--- config.mk ---
export PLATFORM = sky130hd
export DESIGN_NAME = lcd_display_ctrl
export DESIGN_NICKNAME = d
export VERILOG_FILES = /design/src/rtl/rt_lcd_pkg.sv /design/src/rtl/bin2bcd.sv /design/src/rtl/lcd_display_ctrl.sv
export SDC_FILE = /design/constraint.sdc
export NUM_CORES = 1
export LEC_CHECK = 0
export ABC_AREA = 1
export CAP_MARGIN = 0
export CORE_ASPECT_RATIO = 1.4
export CORE_MARGIN = 2
export CORE_UTILIZATION = 45
export CTS_CLUSTER_DIAMETER = 50
export DETAILED_ROUTE_END_ITERATION = 12
export PLACE_DENSITY = 0.7
export SLEW_MARGIN = 5
export SYNTH_ARGS = -nofsm -noshare
export SYNTH_HDL_FRONTEND = slang
export SYNTH_SLANG_ARGS = --single-unit
--- constraint.sdc ---
create_clock -name i_clk -period 2.6 [get_ports i_clk]
set_clock_uncertainty 0.05 [all_clocks]
set_input_delay 0.78 -clock i_clk [delete_from_list [all_inputs] [get_ports i_clk]]
set_output_delay 0.78 -clock i_clk [all_outputs]
set_load 0.01 [all_outputs]
--- src/rtl/rt_lcd_pkg.sv ---
// rtl/rt_lcd_pkg.sv - shared types, LCD command/ASCII constants and message helpers
//
// Purpose: state encoding, HD44780-style command bytes, ASCII codes used by the
// result messages, default timing parameters, and helpers that pick the init
// command and the character for a given display column.
package rt_lcd_pkg;

  typedef enum logic [2:0] {
    ST_PWR_WAIT,
    ST_INIT,
    ST_IDLE,
    ST_CONVERT,
    ST_WR_ADDR,
    ST_WR_CHAR,
    ST_ACK,
    ST_RELEASE
  } state_t;

  localparam logic [7:0] LCD_FUNC_SET   = 8'h38;  // 8-bit bus, 2 lines, 5x8 font
  localparam logic [7:0] LCD_DISP_ON    = 8'h0C;  // display on, cursor off
  localparam logic [7:0] LCD_CLEAR      = 8'h01;
  localparam logic [7:0] LCD_ENTRY_MODE = 8'h06;  // increment, no shift
  localparam logic [7:0] LCD_SET_ADDR   = 8'h80;  // line 1, column 0

  localparam logic [7:0] ASCII_SPACE   = 8'h20;
  localparam logic [7:0] ASCII_BANG    = 8'h21;
  localparam logic [7:0] ASCII_ZERO    = 8'h30;
  localparam logic [7:0] ASCII_COLON   = 8'h3A;
  localparam logic [7:0] ASCII_A       = 8'h41;
  localparam logic [7:0] ASCII_C       = 8'h43;
  localparam logic [7:0] ASCII_E       = 8'h45;
  localparam logic [7:0] ASCII_H       = 8'h48;
  localparam logic [7:0] ASCII_I       = 8'h49;
  localparam logic [7:0] ASCII_L       = 8'h4C;
  localparam logic [7:0] ASCII_M       = 8'h4D;
  localparam logic [7:0] ASCII_O       = 8'h4F;
  localparam logic [7:0] ASCII_S       = 8'h53;
  localparam logic [7:0] ASCII_T       = 8'h54;
  localparam logic [7:0] ASCII_W       = 8'h57;
  localparam logic [7:0] ASCII_LOWER_M = 8'h6D;
  localparam logic [7:0] ASCII_LOWER_S = 8'h73;

  localparam int POWERUP_CYCLES_DEF = 50;
  localparam int CMD_WAIT_DEF       = 1;
  localparam int CLEAR_WAIT_DEF     = 2;

  localparam logic [9:0] MAX_TIME = 10'd999;

  function automatic logic [7:0] init_cmd(input logic [1:0] idx);
    logic [7:0] c;
    case (idx)
      2'd0:    c = LCD_FUNC_SET;
      2'd1:    c = LCD_DISP_ON;
      2'd2:    c = LCD_CLEAR;
      default: c = LCD_ENTRY_MODE;
    endcase
    return c;
  endfunction

  // Character at display column col; cheat wins over slow, slow over the time.
  function automatic logic [7:0] msg_char(input logic cheat, input logic slow,
                                          input logic [11:0] bcd, input logic [3:0] col);
    logic [7:0] c;
    c = ASCII_SPACE;
    if (cheat) begin
      case (col)
        4'd0:    c = ASCII_C;
        4'd1:    c = ASCII_H;
        4'd2:    c = ASCII_E;
        4'd3:    c = ASCII_A;
        4'd4:    c = ASCII_T;
        4'd5:    c = ASCII_BANG;
        default: c = ASCII_SPACE;
      endcase
    end else if (slow) begin
      case (col)
        4'd0:    c = ASCII_T;
        4'd1:    c = ASCII_O;
        4'd2:    c = ASCII_O;
        4'd4:    c = ASCII_S;
        4'd5:    c = ASCII_L;
        4'd6:    c = ASCII_O;
        4'd7:    c = ASCII_W;
        default: c = ASCII_SPACE;
      endcase
    end else begin
      case (col)
        4'd0:    c = ASCII_T;
        4'd1:    c = ASCII_I;
        4'd2:    c = ASCII_M;
        4'd3:    c = ASCII_E;
        4'd4:    c = ASCII_COLON;
        4'd6:    c = ASCII_ZERO + {4'd0, bcd[11:8]};
        4'd7:    c = ASCII_ZERO + {4'd0, bcd[7:4]};
        4'd8:    c = ASCII_ZERO + {4'd0, bcd[3:0]};
        4'd10:   c = ASCII_LOWER_M;
        4'd11:   c = ASCII_LOWER_S;
        default: c = ASCII_SPACE;
      endcase
    end
    return c;
  endfunction

endpackage

--- src/rtl/bin2bcd.sv ---
// rtl/bin2bcd.sv - iterative shift-add-3 binary to 3-digit BCD converter
//
// Purpose: converts a 10-bit value (0..999 expected) to three BCD digits.
// Ports:
//   i_clk, i_rst_n : clock, asynchronous active-low reset
//   i_start        : one-cycle pulse; i_bin is sampled on the same edge
//   i_bin          : binary input
//   o_bcd          : {hundreds, tens, ones}, valid from o_done onwards
//   o_done         : one-cycle pulse, 10 clocks after i_start
module bin2bcd (
  input  logic        i_clk,
  input  logic        i_rst_n,
  input  logic        i_start,
  input  logic [9:0]  i_bin,
  output logic [11:0] o_bcd,
  output logic        o_done
);

  logic [9:0]  r_bin;
  logic [11:0] r_bcd;
  logic [3:0]  r_cnt;
  logic        r_busy;
  logic        r_done;
  logic [21:0] w_step;

  // One double-dabble iteration: correct digits >= 5, then shift in the next bit.
  function automatic logic [21:0] dabble(input logic [11:0] bcd, input logic [9:0] bin);
    logic [11:0] adj;
    for (int d = 0; d < 3; d++) begin
      adj[d*4 +: 4] = (bcd[d*4 +: 4] >= 4'd5) ? bcd[d*4 +: 4] + 4'd3 : bcd[d*4 +: 4];
    end
    return {adj, bin} << 1;
  endfunction

  // The start edge performs the first iteration straight from i_bin, so ten
  // iterations finish exactly ten clocks after the start cycle.
  assign w_step = i_start ? dabble(12'd0, i_bin) : dabble(r_bcd, r_bin);

  always_ff @(posedge i_clk or negedge i_rst_n) begin
    if (!i_rst_n) begin
      r_bin  <= '0;
      r_bcd  <= '0;
      r_cnt  <= '0;
      r_busy <= 1'b0;
      r_done <= 1'b0;
    end else if (i_start) begin
      {r_bcd, r_bin} <= w_step;
      r_cnt          <= 4'd9;
      r_busy         <= 1'b1;
      r_done         <= 1'b0;
    end else if (r_busy) begin
      {r_bcd, r_bin} <= w_step;
      r_cnt          <= r_cnt - 4'd1;
      if (r_cnt == 4'd1) begin
        r_busy <= 1'b0;
        r_done <= 1'b1;
      end
    end else begin
      r_done <= 1'b0;
    end
  end

  assign o_bcd  = r_bcd;
  assign o_done = r_done;

endmodule

--- src/rtl/lcd_display_ctrl.sv ---
// rtl/lcd_display_ctrl.sv - reaction-timer result display on an 8-bit character LCD
//
// Purpose: powers up and initialises the LCD, then on each timer request shows
// the latched result (cheat, too slow, or the time in ms) on line 1 and
// completes a four-phase handshake with the requester.
// Ports:
//   i_clk, i_rst_n   : 1 kHz clock, asynchronous active-low reset
//   i_reaction_time  : measured time in ms
//   i_cheat, i_slow  : result flags
//   i_lcd_update     : request (four-phase, acknowledged by o_lcd_ack)
//   o_lcd_ack        : handshake acknowledge
//   o_lcd_rs/rw/e    : LCD register select, read/write (always 0), enable
//   o_lcd_data       : LCD data bus
//   o_ready          : high only while idle
module lcd_display_ctrl
  import rt_lcd_pkg::*;
#(
  parameter int POWERUP_CYCLES = POWERUP_CYCLES_DEF,
  parameter int CMD_WAIT       = CMD_WAIT_DEF,
  parameter int CLEAR_WAIT     = CLEAR_WAIT_DEF
) (
  input  logic       i_clk,
  input  logic       i_rst_n,
  input  logic [9:0] i_reaction_time,
  input  logic       i_cheat,
  input  logic       i_slow,
  input  logic       i_lcd_update,
  output logic       o_lcd_ack,
  output logic       o_lcd_rs,
  output logic       o_lcd_rw,
  output logic       o_lcd_e,
  output logic [7:0] o_lcd_data,
  output logic       o_ready
);

  localparam int CW = (POWERUP_CYCLES > 1) ? $clog2(POWERUP_CYCLES) : 1;

  // Write phase counter: 0 = SETUP, 1 = PULSE, 2 = HOLD, 3.. = post-write wait.
  localparam logic [1:0] PH_PULSE = 2'd1;
  localparam logic [7:0] LAST_PH_CMD   = 8'(2 + CMD_WAIT);
  localparam logic [7:0] LAST_PH_CLEAR = 8'(2 + CLEAR_WAIT);

  state_t      r_state;
  state_t      w_next_state;
  logic [CW-1:0] r_cnt;
  logic [CW-1:0] w_cnt_next;
  logic [7:0]  r_ph;
  logic [7:0]  w_ph_next;
  logic [3:0]  r_idx;
  logic [3:0]  w_idx_next;
  logic        r_cheat;
  logic        r_slow;
  logic        r_pending;
  logic        w_accept;
  logic        w_in_write;
  logic        w_wr_last;
  logic [7:0]  w_data;
  logic [7:0]  w_last_ph;
  logic [9:0]  w_bin;
  logic [11:0] w_bcd;
  logic        w_bcd_done;

  // A request seen before IDLE is remembered so it is serviced once init ends.
  assign w_accept = (r_state == ST_IDLE) && (i_lcd_update || r_pending);

  // The converter captures the (saturated) time on the accept edge and thus
  // acts as the latch for the reaction time.
  assign w_bin = (i_reaction_time > MAX_TIME) ? MAX_TIME : i_reaction_time;

  bin2bcd u_bin2bcd (
    .i_clk   (i_clk),
    .i_rst_n (i_rst_n),
    .i_start (w_accept),
    .i_bin   (w_bin),
    .o_bcd   (w_bcd),
    .o_done  (w_bcd_done)
  );

  // Byte presented on the bus for the write in progress.
  always_comb begin
    w_data     = 8'h00;
    w_in_write = 1'b0;
    case (r_state)
      ST_INIT: begin
        w_data     = init_cmd(r_idx[1:0]);
        w_in_write = 1'b1;
      end
      ST_WR_ADDR: begin
        w_data     = LCD_SET_ADDR;
        w_in_write = 1'b1;
      end
      ST_WR_CHAR: begin
        w_data     = msg_char(r_cheat, r_slow, w_bcd, r_idx);
        w_in_write = 1'b1;
      end
      default: ;
    endcase
  end

  assign w_last_ph = (w_data == LCD_CLEAR) ? LAST_PH_CLEAR : LAST_PH_CMD;
  assign w_wr_last = w_in_write && (r_ph == w_last_ph);

  always_comb begin
    w_next_state = r_state;
    w_cnt_next   = r_cnt;
    w_ph_next    = r_ph;
    w_idx_next   = r_idx;
    case (r_state)
      ST_PWR_WAIT: begin
        if (r_cnt == CW'(POWERUP_CYCLES - 1)) begin
          w_next_state = ST_INIT;
          w_cnt_next   = '0;
          w_ph_next    = '0;
          w_idx_next   = '0;
        end else begin
          w_cnt_next = r_cnt + 1'b1;
        end
      end
      ST_INIT: begin
        if (w_wr_last) begin
          w_ph_next = '0;
          if (r_idx == 4'd3) begin
            w_next_state = ST_IDLE;
            w_idx_next   = '0;
          end else begin
            w_idx_next = r_idx + 4'd1;
          end
        end else begin
          w_ph_next = r_ph + 8'd1;
        end
      end
      ST_IDLE: begin
        if (w_accept) w_next_state = ST_CONVERT;
      end
      ST_CONVERT: begin
        if (w_bcd_done) begin
          w_next_state = ST_WR_ADDR;
          w_ph_next    = '0;
        end
      end
      ST_WR_ADDR: begin
        if (w_wr_last) begin
          w_next_state = ST_WR_CHAR;
          w_ph_next    = '0;
          w_idx_next   = '0;
        end else begin
          w_ph_next = r_ph + 8'd1;
        end
      end
      ST_WR_CHAR: begin
        if (w_wr_last) begin
          w_ph_next = '0;
          if (r_idx == 4'd15) begin
            w_next_state = ST_ACK;
            w_idx_next   = '0;
          end else begin
            w_idx_next = r_idx + 4'd1;
          end
        end else begin
          w_ph_next = r_ph + 8'd1;
        end
      end
      ST_ACK: begin
        if (!i_lcd_update) w_next_state = ST_RELEASE;
      end
      ST_RELEASE: begin
        w_next_state = ST_IDLE;
      end
      default: w_next_state = ST_PWR_WAIT;
    endcase
  end

  always_ff @(posedge i_clk or negedge i_rst_n) begin
    if (!i_rst_n) begin
      r_state   <= ST_PWR_WAIT;
      r_cnt     <= '0;
      r_ph      <= '0;
      r_idx     <= '0;
      r_cheat   <= 1'b0;
      r_slow    <= 1'b0;
      r_pending <= 1'b0;
    end else begin
      r_state <= w_next_state;
      r_cnt   <= w_cnt_next;
      r_ph    <= w_ph_next;
      r_idx   <= w_idx_next;
      if (w_accept) begin
        r_cheat   <= i_cheat;
        r_slow    <= i_slow;
        r_pending <= 1'b0;
      end else if (((r_state == ST_PWR_WAIT) || (r_state == ST_INIT)) && i_lcd_update) begin
        r_pending <= 1'b1;
      end
    end
  end

  // Outputs decode registered state only, so reset clears them at once.
  assign o_lcd_e    = w_in_write && (r_ph == {6'd0, PH_PULSE});
  assign o_lcd_rs   = (r_state == ST_WR_CHAR);
  assign o_lcd_data = w_data;
  assign o_lcd_rw   = 1'b0;
  assign o_lcd_ack  = (r_state == ST_ACK);
  assign o_ready    = (r_state == ST_IDLE);

endmodule

==> results of run 1 <==
repair_timing:
item                                    CTS  global route
cloned                                    1             0
pin swaps                                38             8
buffers inserted                         13             1
resized for setup                        81            14
endpoints found under the setup margin   21            19
sequential cells by signal (all words and copies together) (netlist names):
name / cells
r_slow: 1
r_state: 3
r_idx: 4
u_bin2bcd.r_bin: 9
u_bin2bcd.o_bcd: 12
r_pending: 1
u_bin2bcd.r_cnt: 4
r_cheat: 1
u_bin2bcd.o_done: 1
r_ph: 8
r_cnt: 6
u_bin2bcd.r_busy: 1
metrics by stage:
stage | worst slack (ns) | instance area (µm²)
2_1_floorplan | 0.1936 | 3586
3_3_place_gp | -0.3493 | 4273
3_5_place_dp | -0.4126 | 4273
4_1_cts | -0.2059 | 4707
5_1_grt | -0.3510 | 4752
6_report | -0.2351 | 4752
worst min-delay path by stage:
stage,from,endpoint,slack [ns],depth (start not counted)
6_report,i_rst_n,u_bin2bcd.o_bcd[0],0.41,2
2_1_floorplan,u_bin2bcd.r_bin[7],u_bin2bcd.r_bin[7],0.40,2
3_5_place_dp,u_bin2bcd.r_bin[8],u_bin2bcd.r_bin[8],0.43,2
5_1_grt,i_rst_n,r_slow,0.43,2
4_1_cts,i_rst_n,r_slow,0.41,2
3_3_place_gp,u_bin2bcd.r_bin[7],u_bin2bcd.r_bin[7],0.42,2
power groups by stage:
stage	Sequential [mW]	Clock, mW	Combinational, mW
after CTS	1.34	0.598	3.07
final	1.35	0.583	3.19
after floorplan	1.31	0	1.84
after global placement	1.34	0	2.66
after detailed placement	1.36	0	2.75
after global routing	1.39	0.628	3.52
cell usage after synthesis (2+ instances only):
| cell type | instances |
|---|---|
| a211oi_1 | 2 |
| a21oi_1 | 13 |
| a31oi_1 | 2 |
| a32o_1 | 2 |
| and3_1 | 2 |
| buf_2 | 6 |
| buf_6 | 5 |
| clkbuf_1 | 4 |
| dfrtp_1 | 51 |
| ha_1 | 16 |
| inv_1 | 71 |
| inv_2 | 8 |
| nand2_1 | 94 |
| nand2_2 | 10 |
| nand3_1 | 34 |
| nand3_2 | 2 |
| nand3_4 | 2 |
| nand4_1 | 17 |
| nor2_1 | 34 |
| nor2_2 | 3 |
| nor2_4 | 2 |
| nor3_1 | 13 |
| nor3b_1 | 2 |
| nor4_1 | 2 |
| o211ai_1 | 3 |
| o21ai_0 | 33 |
| o21ai_1 | 7 |
| o21ai_2 | 2 |
| o221ai_1 | 5 |
| o22ai_1 | 13 |
| o22ai_2 | 2 |
| o31ai_1 | 2 |
| or2_2 | 2 |
| xor2_1 | 5 |
final cells by class:
type | count | area share, %
multi-input combinational | 337 | 44.66
sequential | 51 | 26.91
timing repair buffer | 93 | 17.09
inverter | 79 | 6.240
tap | 100 | 2.633
clock buffer | 6 | 1.738
clock inverter | 2 | 0.7372
logic make-up after synthesis:
kind of cell / Yosys count / share of synthesized area [%]
simple gates: 225 / 30.60
xor+xnor: 6 / 1.465
other cells: 1 / 0.1046
fa+ha+maj: 16 / 5.583
flops: 51 / 35.59
compound gates: 89 / 15.35
buf+inv: 95 / 11.30
routing by layer:
metal	global-route usage (%)	vias to the layer above
li1	-	1768
met1	25.81	1736
met2	43.70	107
met3	3.038	29
met4	11.33	0
met5	0	-
worst max-delay path, delay by kind of cell (launching register included):
kind                       cells  cell delay, ns
AOI/OAI and AO/OA              2            0.31
adders and majority gates      1            0.19
DFF                            1            0.45
and+or+nand+nor                3            0.28
buffers and inverters          4            0.47
==> flow_summary.toml, run 1 <==
[drt]
routedWlPerCell_um = 14.30
dr.max_layer_used = "met4"
drtIter0Drc = 244
drc_errors = 0
vias = 3640
wl_um = 9551
route.layer.met1.wl_um = 3852
drt_first_pass_iters = 6
dr_wl_met3_um = 333
wl_met2_um = 5062
post_drt_via_cell_ratio = 5.449
final_antenna_net_count = 0

[floorplan]
core-area_um2 = 7750
io_pins = 28
start_util_pct = 46.27
die_x_um = 79.45
rows = 38
die_area_um2 = 8709
dieHeight_um = 109.6

[power_and_ir_drop]
clkPwrFrac_pct = 11.4
p_comb_share_pct = 62.3
power_density_nw_per_um2 = 1077
vdd_drop_max_mv = 0.5275
totalPowerFinal_mw = 5.116
intPower_mw = 2.787
sequentialPowerShare_pct = 26.3
power.switching_mw = 2.329
power_leakage_nw = 2.362
switching_share_pct = 45.53

[setup_path]
r2r_start = "r_idx[1]"
cp-start-kind = "register"
crit_start = "r_idx[1]"
crit_arrival_ns = 2.01
worstReg2RegEnd = "r_idx[2]"
slowest_delay_ns = 0.45
crit_end = "o_lcd_data[3]"
crit_type = "reg2out"
slowest_stage = "dfrtp_2"
worstPathMaxFanout = 7
reg2reg_depth = 22
crit_chain = "buf_12 -> ha_4 -> buf_4 -> nand2_1 -> nand3_1 -> o21ai_1 -> nand2_1 -> a21oi_2 -> inv_1 -> buf_2"
path_common_cell = "nand2_1"
ff2ff_setup_slack_ns = -0.05
critPathRequiredTime_ns = 1.77
crit_path_end_kind = "output port"

[global_routing]
grt_pass1_vias = 3731
antenna_found_initial = 0
grt_pass1_wl_um = 16400
grt_usage_pct = 23.42
grt_overflow = 0
grt_max_degree = 31

[timing]
finalCritPeriodShare_pct = 109.0
holdWs_ns = 0.4113
rsz0062_at_grt = "true"
hold_viol = 0
fmax_ghz = 0.3527
setup_viol = 12
report.final.slew_viol_count = 0
fin_ws_ns = -0.2351
period_minus_slack_ns = 2.835
slew_headroom_pct = 63.22
setup_tns_ns = -1.422
max_slew.worst_pin.slew_ns = 0.5466

[cells_and_area]
diodes = 0
fin_util_pct = 61.32
fin_cells = 668
multiInputGateArea_um2 = 2122
n_fill_cell = 668
seqCellArea_um2 = 1279
nets = 598
syn_to_final_growth_pct = 32.52
layout_commonest_cell = "nand2_1"
drive_gt1_share_pct = 27.46
final_cell_mix = "nand2_1 (90), inv_1 (67), buf_4 (59)"

[clock_network]
cts-hold-fix-buffers = 0
cts_tree = "yes"
cts_buffers = 5
cts_buffer_depth = 2
htreeDepth = 2
clockRootBuffer = "clkbuf_8"
cts_sinks = 51
worst_skew_pair.late_latency_ns = 0.31
clkSlewWorstSetupHoldPaths_ns = 0.09

[logic_synthesis]
synth-edff-count = 0
synth_cell_types = 46
synth_area_leader_cell = "dfrtp_1"
synth_area_per_cell_um2 = 7.424
netlist.area_leader.share_pct = 35.59
ys.flop_type = "dfrtp_1"
synthesis.nets = 514
ys_seq_area_share_pct = 35.59
ys_seq_elements = 51
synthesis.area_um2 = 3586
synthArstFlopShare_pct = 100.0
synth_area_leaders = "dfrtp_1 (36%), nand2_1 (9.8%), inv_1 (7.4%)"
synth_cells = 483
yosys_warnings = 0

[run]
drv_cap = 0

[place]
dp_hpwl_um = 6545
place_congestion = 0.9230
portBuffers = 26
dp.cells = 645

[min_path]
hold_path.class = "in2async"

[outcome]
violations = "negative setup slack"
run_status = "finished with violations"
Note: power is estimated with default switching activity, not from simulation.
==> inputs of run 2 (changes only) <==
--- a/config.mk
+++ b/config.mk
@@ -6,14 +6,15 @@
 export NUM_CORES = 1
 export LEC_CHECK = 0
 export ABC_AREA = 1
-export CAP_MARGIN = 0
 export CORE_ASPECT_RATIO = 1.4
 export CORE_MARGIN = 2
 export CORE_UTILIZATION = 45
 export CTS_CLUSTER_DIAMETER = 50
 export DETAILED_ROUTE_END_ITERATION = 12
 export PLACE_DENSITY = 0.7
+export SETUP_SLACK_MARGIN = 0.3
 export SLEW_MARGIN = 5
 export SYNTH_ARGS = -nofsm -noshare
 export SYNTH_HDL_FRONTEND = slang
+export SYNTH_HIERARCHICAL = 1
 export SYNTH_SLANG_ARGS = --single-unit
==> flow_summary.toml, run 2 <==
[setup_path]
crit_arrival_ns = 2.04
crit_path_end_kind = "output port"
critPathRequiredTime_ns = 1.77
crit_type = "reg2out"
cp-start-kind = "register"
worstPathMaxFanout = 5

[logic_synthesis]
ys_seq_elements = 51
synth_area_per_cell_um2 = 6.860
synth-edff-count = 0
yosys_warnings = 6
netlist.area_leader.share_pct = 35.10
synth_area_leaders = "dfrtp_1 (35%), nand2_1 (15%), inv_1 (7.7%)"
synthArstFlopShare_pct = 100.0
synthesis.nets = 561
synthesis.area_um2 = 3636
synth_cells = 530
synth.most_common_cell = "nand2_1"
ys.flop_type = "dfrtp_1"
ys_seq_area_share_pct = 35.10
synth_cell_types = 38
synth_commonest_cells = "nand2_1 (142), inv_1 (75), dfrtp_1 (51), nand3_1 (50), nor2_1 (44)"
synth_area_leader_cell = "dfrtp_1"

[place]
post-place-ws_ns = -0.3440
place_congestion = 0.8964
portBuffers = 26
dp_hpwl_um = 6643
placed_area_um2 = 4267

[floorplan]
die_x_um = 79.97
dieHeight_um = 110.4
io_pins = 28
start_util_pct = 46.63
core-area_um2 = 7797
rows = 38
die_area_um2 = 8825

[drt]
final_antenna_net_count = 0
drtIter0Drc = 210
post_drt_via_cell_ratio = 5.222
drt_first_pass_iters = 4
routedWlPerCell_um = 13.15
drc_errors = 0
wl_um = 9479
vias = 3765

[cells_and_area]
diodes = 0
layout_commonest_cell = "nand2_1"
drive_gt1_share_pct = 29.31
nets = 652
syn_to_final_growth_pct = 36.17
largest_register_ff_count = 12
fin_area_um2 = 4951
final_cell_mix = "nand2_1 (125), inv_1 (70), buf_4 (59)"

[clock_network]
cts_sinks = 51
cts_buffer_depth = 2
cts_tree = "yes"
htreeDepth = 2
clockRootBuffer = "clkbuf_8"
cts-hold-fix-buffers = 0
cts_buffers = 5
clkSlewWorstSetupHoldPaths_ns = 0.10
worst_skew_pair.late_latency_ns = 0.32

[outcome]
run_status = "finished with violations"
violations = "negative setup slack"

[min_path]
hold_path.class = "in2async"

[timing]
slew_headroom_pct = 54.45
hold_viol = 0
holdWs_ns = 0.2504
report.final.slew_viol_count = 0
setup_viol = 15
finalCritPeriodShare_pct = 110.4
max_slew.worst_pin.slew_ns = 0.6807
fmax_ghz = 0.3484
fin_ws_ns = -0.2706
rsz0062_at_grt = "true"
period_minus_slack_ns = 2.871

[global_routing]
grt_overflow = 0
grt_max_degree = 29
grt_usage_pct = 22.77
grt_pass1_vias = 3714
grt_pass1_wl_um = 15870
antenna_found_initial = 0

[run]
drv_cap = 0

[power_and_ir_drop]
power_leakage_nw = 2.462
power_density_nw_per_um2 = 457.1
vdd_drop_max_mv = 0.3967
==> run 2: worst paths after layout <==
| kind | slack (ns) | startpoint | cells after the start | to |
|---|---|---|---|---|
| setup / recovery | -0.27 | r_idx[0] | 12 | o_lcd_data[5] |
| hold / removal | 0.25 | i_rst_n | 1 | r_ph[2] |
| setup reg to reg | -0.11 | r_idx[0] | 22 | r_idx[1] |
| hold reg to reg | 0.44 | u_bin2bcd/r_bin[3] | 2 | u_bin2bcd/r_bin[3] |
| max in group asynchronous | 1.75 | i_rst_n | 2 | u_bin2bcd/o_bcd[2] |
| min in group i_clk | 0.44 | u_bin2bcd/r_bin[3] | 2 | u_bin2bcd/r_bin[3] |
==> run 2: area by class of cell <==
class / count / area, µm²
inverter: 84 / 317.8
clock buffer: 6 / 82.58
tap: 100 / 125.1
fill: 648 / 2846
timing repair buffer: 100 / 847.1
clock inverter: 1 / 5.005
multi-input combinational: 379 / 2296
sequential: 51 / 1277
==> run 2: power breakdown <==
group | internal (mW) | switching (mW)
Clock | 0.210 | 0.271
Sequential | 0.916 | 0.138
Combinational | 0.286 | 0.444
Total | 1.41 | 0.852
==> run 2: cell families (layout without fill, tap and decap cells) <==
family / Yosys count / count (layout) / share of synthesized area, %
fa+ha+maj: 16 / 16 / 5.506
compound gates: 68 / 68 / 10.77
simple gates: 289 / 290 / 36.10
buf+inv: 101 / 191 / 11.46
flops: 51 / 51 / 35.10
other cells: 1 / 1 / 0.1031
xor+xnor: 4 / 4 / 0.9637
==> run 2: timing repair <==
item | 4_1_cts | 5_1_grt
buffers inserted | 20 | 11
pin swaps | 34 | 31
setup endpoints to repair | 23 | 27
gates resized for setup | 97 | 45
gates cloned | 1 | 0
==> run 2: critical path, cell delays in order (launching register included) <==
cell	delay (ns)
dfrtp_1	0.41
inv_2	0.06
buf_6	0.11
ha_4	0.16
buf_6	0.13
o21ai_4	0.15
buf_4	0.14
buf_6	0.09
a21oi_2	0.04
a21oi_1	0.13
nand2_1	0.08
o21ai_2	0.07
buf_2	0.15
==> run 2: stage by stage <==
| step | utilization (%) | cells | TNS [ns] | power (mW) |
|---|---|---|---|---|
| 3_5_place_dp | 54.72 | 682 | -2.100 | 1.748 |
| 5_1_grt | 63.49 | 721 | -4.572 | 2.441 |
| 4_1_cts | 60.67 | 710 | -1.411 | 2.234 |
| 3_3_place_gp | 54.72 | 682 | -1.670 | 1.708 |
| 6_report | 63.49 | 721 | -2.158 | 2.263 |
| 2_1_floorplan | - | 530 | 0 | 1.560 |
==> run 2: metal layers <==
metal	GRT usage, %	wire length [µm]	vias up
met1	24.62	3782	1767
met3	3.094	256	30
met4	11.62	361	0
met2	42.68	5079	82
li1	-	-	1886
met5	0	0	-
==> inputs of run 3 (changes only) <==
==> constraint.sdc (replaced) <==
create_clock -name i_clk -period 2.6 [get_ports i_clk]
set_clock_uncertainty 0.05 [all_clocks]
set_input_delay 0.78 -clock i_clk [delete_from_list [all_inputs] [get_ports i_clk]]
set_output_delay 0.78 -clock i_clk [all_outputs]
set_load 0.02 [all_outputs]
==> flow_summary.toml, run 3 (same netlist as run 2, synthesis figures left out) <==
[global_routing]
grt_overflow = 0
grt_pass1_vias = 3711
grt_pass1_wl_um = 15860
grt_usage_pct = 22.57
antenna_found_initial = 0
grt_max_degree = 28

[drt]
post_drt_via_cell_ratio = 5.190
drt_first_pass_iters = 5
final_antenna_net_count = 0
wl_um = 9299
drc_errors = 0
routedWlPerCell_um = 12.90
vias = 3742
drtIter0Drc = 235

[setup_path]
slowest_delay_ns = 0.43
r2r_start = "r_idx[0]"
cp_top_family = "buffers and inverters"
reg2reg_depth = 22
worstPathMaxFanout = 7
cp_num_buf_inv = 4
worstReg2RegEnd = "r_idx[3]"
crit_path_end_kind = "output port"
slowest_stage = "dfrtp_1"
crit_arrival_ns = 1.98
crit_chain = "buf_6 -> ha_4 -> buf_6 -> nand3_1 -> nand3_1 -> a21oi_1 -> nand2_1 -> a21oi_2 -> inv_1 -> buf_2"
ff2ff_setup_slack_ns = -0.05
critPathRequiredTime_ns = 1.77
crit_type = "reg2out"
cp-start-kind = "register"

[cells_and_area]
layout_commonest_cell = "nand2_1"
nets = 652
diodes = 0
drive_gt1_share_pct = 27.54
largest_register_ff_count = 12
syn_to_final_growth_pct = 33.79
final_cell_mix = "nand2_1 (132), inv_1 (67), buf_4 (64)"
fin_util_pct = 62.39

[floorplan]
die_x_um = 79.97
start_util_pct = 46.63
rows = 38
io_pins = 28
die_area_um2 = 8825
core-area_um2 = 7797
dieHeight_um = 110.4

[run]
drv_cap = 0

[timing]
fin_ws_ns = -0.2139
rsz0062_at_grt = "true"
setup_viol = 13
finalCritPeriodShare_pct = 108.2
fmax_ghz = 0.3554
hold_viol = 0
slew_headroom_pct = 58.91
report.final.slew_viol_count = 0
holdWs_ns = 0.4113
period_minus_slack_ns = 2.814
max_slew.worst_pin.slew_ns = 0.6164

[clock_network]
htreeDepth = 2
worst_skew_pair.late_latency_ns = 0.32
cts_sinks = 51
cts_tree = "yes"
clkSlewWorstSetupHoldPaths_ns = 0.10
cts_buffer_depth = 2
cts_buffers = 5
clockRootBuffer = "clkbuf_8"

[outcome]
violations = "negative setup slack"
run_status = "finished with violations"

[place]
portBuffers = 26
dp_hpwl_um = 6730
place_congestion = 0.9205

[power_and_ir_drop]
power_leakage_nw = 2.438
vdd_drop_max_mv = 0.3196
power_density_nw_per_um2 = 451.6

[min_path]
hold_path.class = "in2async"
-- run 3: worst max-delay path by stage --
stage | startpoint | end | slack, ns | depth (start not counted)
6_report | r_idx[1] | o_lcd_data[4] | -0.21 | 10
5_1_grt | r_idx[0] | o_lcd_data[0] | -0.32 | 11
4_1_cts | r_idx[0] | o_lcd_data[3] | -0.23 | 12
3_5_place_dp | r_idx[0] | o_lcd_data[1] | -0.39 | 11
3_3_place_gp | r_idx[0] | o_lcd_data[2] | -0.31 | 9
2_1_floorplan | r_idx[0] | o_lcd_data[3] | 0.27 | 11
-- run 3: final cells by class --
cell class	instances	area (µm²)
fillers	717	2933
clock inverters	2	13.76
multi-input cells	380	2212
clock buffers	5	68.82
repair buffers	99	844.6
flip-flops and latches	51	1277
well taps	100	125.1
inverters	84	322.8
-- run 3: repair_timing --
action,4_1_cts,5_1_grt
hold buffers,0,0
hold endpoints to repair,0,0
gates resized for setup,115,18
cloned,2,0
endpoints found under the setup margin,22,29
setup buffers,19,3
pin swaps,31,8
-- run 3: where the power goes --
group	leakage, nW	internal (mW)	total, mW	switching (mW)
registers	0.661	0.913	1.03	0.112
logic	1.73	0.272	0.720	0.448
clock network	0.0440	0.185	0.451	0.266
-- run 3: metal layers --
layer  track usage [%]  wire length, µm  vias to the layer above
met3             2.036              228                       20
met2             43.87             5104                       80
met4             9.806              242                        0
met1             24.43             3724                     1760
met5                 0                0                        -
li1                  -                -                     1882
-- run 3: stage by stage --
step / cell area [µm²] / std cells / power [mW] / setup TNS (ns) / worst slack, ns
2_1_floorplan: 3655 / 530 / 1.561 / 0 / 0.2703
3_3_place_gp: 4327 / 690 / 1.715 / -2.028 / -0.3141
3_5_place_dp: 4327 / 690 / 1.756 / -2.568 / -0.3888
4_1_cts: 4778 / 718 / 2.216 / -1.116 / -0.2254
5_1_grt: 4865 / 721 / 2.378 / -3.934 / -0.3176
6_report: 4865 / 721 / 2.197 / -1.239 / -0.2139
-- run 3: worst register-to-register path, stage by stage, from the launching register on --
cell and delay, ns:
dfrtp_2 0.45, inv_2 0.11, ha_4 0.20, buf_6 0.14
nand2_1 0.08, nand2_2 0.11, nand2_1 0.06, nand3_1 0.08
nand2_1 0.07, nand2_1 0.08, o21ai_2 0.07, buf_4 0.13
buf_4 0.12, nor2_1 0.08, nand2_1 0.08, nor2_1 0.08
nand2_1 0.07, nand2_2 0.08, nand2_4 0.10, nand2_8 0.10
nand2_4 0.06, nand2_1 0.07, nand2_1 0.06
